==> src/rtl/int_mem_boot_seq.sv <==
// Boot sequencer: copies the boot ROM to the top of SRAM, then pulses the CPU reset and releases it.
// Optional running checksum of copied words when INT_MEM_BOOT_CHECKSUM_EN is defined.
module int_mem_boot_seq #(
    parameter int DATA_W      = 32,
    parameter int SRAM_ADDR_W = 12,
    parameter int ROM_ADDR_W  = 10,
    parameter int COPY_BASE   = 2**SRAM_ADDR_W - 2**ROM_ADDR_W,
    parameter int RST_PULSE   = 100
) (
    input  logic                   clk_i,
    input  logic                   rst_n_i,
    input  logic                   cke_i,
    output logic                   rom_en_o,
    output logic [ROM_ADDR_W-1:0]  rom_addr_o,
    input  logic [DATA_W-1:0]      rom_rdata_i,
    output logic                   sram_req_o,
    output logic [SRAM_ADDR_W-1:0] sram_addr_o,
    output logic [DATA_W-1:0]      sram_wdata_o,
    output logic [DATA_W/8-1:0]    sram_wstrb_o,
    input  logic                   sram_ack_i,
    input  logic                   ctrl_wr_i,
    input  logic [1:0]             ctrl_wdata_i,
    output logic                   boot_o,
    output logic                   cpu_rst_o,
    output logic                   busy_o,
    output logic                   done_o
`ifdef INT_MEM_BOOT_CHECKSUM_EN
    ,
    output logic [DATA_W-1:0]      checksum_o
`endif
);

    typedef enum logic [2:0] {ST_RD, ST_CAP, ST_WR, ST_PULSE, ST_RUN} state_t;

    // One counter serves as ROM word index during copy and as pulse timer afterwards.
    localparam int PULSE_W = $clog2(RST_PULSE + 1);
    localparam int CNT_W   = (ROM_ADDR_W > PULSE_W) ? ROM_ADDR_W : PULSE_W;
    localparam logic [CNT_W-1:0]       LAST_WORD  = CNT_W'(2**ROM_ADDR_W - 1);
    localparam logic [CNT_W-1:0]       LAST_PULSE = CNT_W'(RST_PULSE - 1);
    localparam logic [SRAM_ADDR_W-1:0] BASE       = SRAM_ADDR_W'(COPY_BASE);

    state_t            state;
    logic [CNT_W-1:0]  cnt;
    logic [DATA_W-1:0] wdata_q;
    logic              boot_q;
    logic              boot_nxt;
`ifdef INT_MEM_BOOT_CHECKSUM_EN
    logic [DATA_W-1:0] sum_q;
`endif

    always_ff @(posedge clk_i) begin
        if (!rst_n_i) begin
            state    <= ST_RD;
            cnt      <= '0;
            wdata_q  <= '0;
            boot_q   <= 1'b1;
            boot_nxt <= 1'b1;
`ifdef INT_MEM_BOOT_CHECKSUM_EN
            sum_q    <= '0;
`endif
        end else if (cke_i) begin
            case (state)
                ST_RD:  state <= ST_CAP;
                ST_CAP: begin
                    wdata_q <= rom_rdata_i;
                    state   <= ST_WR;
                end
                ST_WR: begin
                    if (sram_ack_i) begin
`ifdef INT_MEM_BOOT_CHECKSUM_EN
                        sum_q <= sum_q + wdata_q;
`endif
                        if (cnt == LAST_WORD) begin
                            cnt   <= '0;
                            state <= ST_PULSE;
                        end else begin
                            cnt   <= cnt + 1'b1;
                            state <= ST_RD;
                        end
                    end
                end
                ST_PULSE: begin
                    if (cnt == LAST_PULSE) begin
                        cnt    <= '0;
                        boot_q <= boot_nxt;
                        state  <= ST_RUN;
                    end else begin
                        cnt <= cnt + 1'b1;
                    end
                end
                ST_RUN: begin
                    if (ctrl_wr_i) begin
                        boot_nxt <= ctrl_wdata_i[0];
                        if (ctrl_wdata_i[1]) begin
                            cnt <= '0;
                            if (ctrl_wdata_i[0]) begin
                                state <= ST_RD;
`ifdef INT_MEM_BOOT_CHECKSUM_EN
                                sum_q <= '0;
`endif
                            end else begin
                                state <= ST_PULSE;
                            end
                        end
                    end
                end
                default: state <= ST_RD;
            endcase
        end
    end

    assign rom_en_o     = (state == ST_RD);
    assign rom_addr_o   = cnt[ROM_ADDR_W-1:0];
    assign sram_req_o   = (state == ST_WR);
    assign sram_addr_o  = BASE + SRAM_ADDR_W'(cnt[ROM_ADDR_W-1:0]);
    assign sram_wdata_o = wdata_q;
    assign sram_wstrb_o = {(DATA_W/8){sram_req_o}};
    assign boot_o       = boot_q;
    assign cpu_rst_o    = (state != ST_RUN);
    assign busy_o       = (state != ST_RUN);
    assign done_o       = (state == ST_RUN);
`ifdef INT_MEM_BOOT_CHECKSUM_EN
    assign checksum_o   = sum_q;
`endif

endmodule

==> config.mk <==
export PLATFORM = sky130hd
export DESIGN_NAME = int_mem_boot_seq
export DESIGN_NICKNAME = d
export VERILOG_FILES = /design/src/rtl/int_mem_boot_seq.sv
export SDC_FILE = /design/constraint.sdc
export NUM_CORES = 1
export LEC_CHECK = 0
export BUFFER_PORTS_ARGS = -buffer_cell sky130_fd_sc_hd__buf_2
export CORE_MARGIN = 2
export CORE_UTILIZATION = 50
export DETAILED_ROUTE_END_ITERATION = 6
export PLACE_DENSITY = 0.83
export SLEW_MARGIN = 20
export SYNTH_ARGS = -nofsm -noshare
export SYNTH_HDL_FRONTEND = slang
export SYNTH_SLANG_ARGS = --single-unit
==> constraint.sdc <==
create_clock -name clk_i -period 3.3 [get_ports clk_i]
set_clock_uncertainty 0.2 [all_clocks]
set_input_delay 0.99 -clock clk_i [delete_from_list [all_inputs] [get_ports clk_i]]
set_output_delay 0.99 -clock clk_i [all_outputs]
set_load 0.1 [all_outputs]
# After elaboration in Yosys (flattened, before gate mapping)
# Index checks and enable logic that the tools add are counted.
# Widths: inputs -> output; s select.
[totals]
input_bits = 39
output_inout_bits = 64
reg_bits = 47
elab_cells = 38
[classes]
muxes = 13
n_eq_ne = 11
addsub = 2
reduce_logical = 7
[op_table]
columns = ["op", "count"]
rows = [
  ["$mux 10", 5],
  ["$pmux 10 s3", 1],
  ["$pmux 3 s5", 1],
  ["$add 11x11->12 const A", 1],
  ["$mux 3", 4],
  ["$add 10x1->10 const B", 1],
  ["$eq 10x10->1 const B", 1],
  ["$eq 10x7->1 const B", 1],
  ["$reduce_and 5->1", 2],
  ["$eq 3x2->1 const B", 2],
  ["$ne 2x2->1 const B", 3],
  ["$reduce_and 3->1", 2],
  ["$mux 2", 2],
  ["$eq 3x1->1 const B", 1],
  ["$eq 3x3->1 const B", 1],
  ["$logic_not 3->1", 1],
  ["$ne 3x3->1 const B", 1],
  ["$reduce_bool 3->1", 1],
  ["$ne 2x1->1 const B", 1],
  ["$reduce_and 2->1", 1],
]

# Depth between registers and ports, before layout
[logic_depth]
word_depth = 4
depth_mapped = 7
mapped_depth_nobuf = 5

# Worst setup path after synthesis
# Ideal clock, no wire load.
[synth_path]
kind = "reg-to-output"
start = "reg state[1]"
end = "out rom_en_o"
path_slack_ns = -0.445
required_ns = 2.110
path_stages_with_launch = 3
n_path_buf = 1
arrival_time_ns = 2.555
path_cell_list = "dfxtp_1 buf_4 nor3_1"
[synth_via]
elab_chain_cells = 1
[synth_lines]
columns = ["item", "line", "rtl"]
rows = [
  ["start, declared", "42", "state_t state;"],
  ["start signal, assigned", "53", "state <= ST_RD;"],
  ["start signal, assigned", "63", "ST_RD: state <= ST_CAP;"],
  ["start signal, assigned", "66", "state <= ST_WR;"],
  ["$logic_not 3->1", "112", "assign rom_en_o = (state == ST_RD);"],
  ["end, declared", "13", "output logic rom_en_o,"],
]
# Every way passes these cells.

# Final worst setup path
[layout_path]
start = "reg state[2]"
end = "out cpu_rst_o"
[layout_via]
elab_chain_cells = 1
[layout_lines]
columns = ["item", "line", "rtl"]
rows = [
  ["$ne 3x3->1", "119", "assign cpu_rst_o = (state != ST_RUN);"],
  ["end, declared", "24", "output logic cpu_rst_o,"],
]
# Every way passes these cells.

==> impl_metrics.toml <==
[pwr]
vdd_drop_max_mv = 0.297
power_mw = 1.46
leakage_nw = 1.26
pwr_density_cell_mw_per_mm2 = 506

[grt]
grt_pass1_wl_mm = 8.25
grt_max_degree = 33
overflow = 0
grt_pass1_vias = 1821
antenna_found_initial = 0
gr-usage-all-layers = 0.192

[synth]
seq_area_frac_synth = 0.390
synth_ff_type = "dfxtp_1"
synth_top_family_by_area = "compound AO/OA/AOI/OAI gates"
syn_inst = 281
syn_area_mm2 = 0.00241
yosys.area_share.xor_xnor = 0
async_flop_share = 0
synth_edf_count = 0
synth.area.mux_share = 0.00830
ys_warn_count = 0
synth_fa_ha_area_frac = 0.00519
synth-compound-area-share = 0.244
synth_cell_types = 50
postSynthAreaPerCell_um2 = 8.58
yosys.area_share.simple = 0.237
ys_ff_latch = 47

[die]
row_count = 25
ioPinCount = 103
start_util = 0.514
die_area_mm2 = 0.00539
coreArea_mm2 = 0.00469
die_h_um = 73.4
die_w_um = 73.4

[place]
place_area_mm2 = 0.00279
gp_congestion = 0.845
placed_cells = 402
hpwl_mm = 3.86
io_buffer_count = 100

[sta]
period_minus_slack_ps = 3000
fin_hold_ws_ps = 253
slew_headroom = 0.471
max_freq_mhz = 333
timing.final.crit_share = 0.910
rsz0062_at_grt = "no"
setup_viol = 0
tightest_slew_ps = 790
hold_viol = 0
finalMaxSlewViolations = 0

[critical_path]
path_class = "reg2out"
cp-start-kind = "flip-flop"
end_kind = "output pin"
required_ps = 2110
arrival_ps = 1810
crit_fanout = 13

[status]
status = "completed"

[cts]
clk_pin_slew_worst_paths_ps = 90
cts_sinks = 47
insertion_delay_ps = 290
tritoncts = "done"
cts_setup_buffers = 0
numCtsBuffers = 5
clockBufferDepth = 2
htreeDepth = 2
cts_hold_buf = 0
ctsResizeCount = 0
cts-root-buf = "clkbuf_8"

[finish]
num-fill-cells = 409
seq_area_um2 = 941
syn_to_final_growth_pct = 19.7
instances_no_fill = 410
fin_area_mm2 = 0.00289
num_antenna_cells = 0
multiInputGateArea_mm2 = 0.00121
drive_gt1_frac = 0.357
fin_nets = 395

[drt]
drc = 0
avgViaCountPerCell = 5.40
dr.pass1.iters = 4
routed_wl_mm = 5.39
post_drt_wl_per_cell_um = 13.1
ant_nets = 0
num_vias = 2212
drt_iter0_drc = 123

[min_path]
hold_class = "reg2reg"

[flow_run]
drv_cap = 0
-- Yosys cell counts (3+ instances only) --
master / instances / area (µm²)
o21ai_0: 3 / 15.0
inv_1: 6 / 22.5
nor2_1: 5 / 18.8
clkbuf_1: 12 / 45.0
nand4_1: 5 / 31.3
a21boi_1: 34 / 255
nand2_1: 72 / 270
buf_4: 19 / 143
o211ai_1: 4 / 30.0
o2111ai_1: 8 / 70.1
nor3_1: 6 / 30.0
nand3_1: 6 / 30.0
nand2b_1: 6 / 37.5
o221ai_1: 3 / 26.3
buf_6: 4 / 45.0
dfxtp_1: 47 / 941
-- cell usage in the layout, fill, tap and decap left out, types with 3 or more instances in the layout --
cell type / instances
clkbuf_8: 6
o221ai_1: 3
nor2_1: 4
nor3_1: 5
nand2_1: 72
dfxtp_1: 47
nand4_1: 5
o21ai_0: 3
a21boi_1: 34
inv_1: 6
buf_2: 100
buf_4: 4
o211ai_1: 4
nand3_1: 6
o2111ai_1: 8
nand2b_1: 6
-- cell type report --
type,count,area share
multi-input combinational,190,0.419
sequential,47,0.326
inverter,7,0.0139
clock inverter,2,0.00564
tap,54,0.0234
clock buffer,6,0.0286
timing repair buffer,104,0.184
-- critical path, stage by stage (launching register included) --
cell and delay [ps]:
dfxtp_1 570, nor3b_4 400, bufinv_8 260, buf_2 280
-- per-stage QoR --
step	worst slack, ps	utilization	TNS (ps)
finish	298	0.615	0
global route	196	0.615	0
CTS	281	0.615	0
detailed placement	613	0.594	0
global placement	670	0.594	0
floorplan	-443	-	-443
-- path summary, 6_finish.rpt --
kind                         start          endpoint  slack (ps)  cells after the start
setup / recovery          state[2]         cpu_rst_o         300                      3
setup reg to reg     rom_addr_o[0]     rom_addr_o[8]         910                      6
hold reg to reg   sram_wdata_o[29]  sram_wdata_o[29]         250                      2
hold / removal    sram_wdata_o[29]  sram_wdata_o[29]         250                      2
-- where the power goes --
group / internal, mW / switching, mW
clock network: 0.171 / 0.194
logic: 0.0888 / 0.382
registers: 0.594 / 0.0312
total: 0.854 / 0.607
-- routing by layer --
layer | part of all wire | global-route usage
met4 | 0.0095 | 0.0646
met2 | 0.49 | 0.305
met5 | 0 | 0
met1 | 0.45 | 0.261
met3 | 0.052 | 0.0357
-- sequential cells by signal (all words and copies together), names as in the netlist --
name,cells
boot_nxt,1
sram_wdata_o,32
boot_o,1
rom_addr_o,10
state,3
-- kinds of logic after synthesis --
logic type                 count (synthesis)
AOI/OAI and AO/OA                         69
adders and majority gates                  1
buffers and inverters                     45
muxes                                      2
DFF                                       47
other                                      1
and+or+nand+nor                          116
Note: power is estimated with default switching activity, not from simulation.
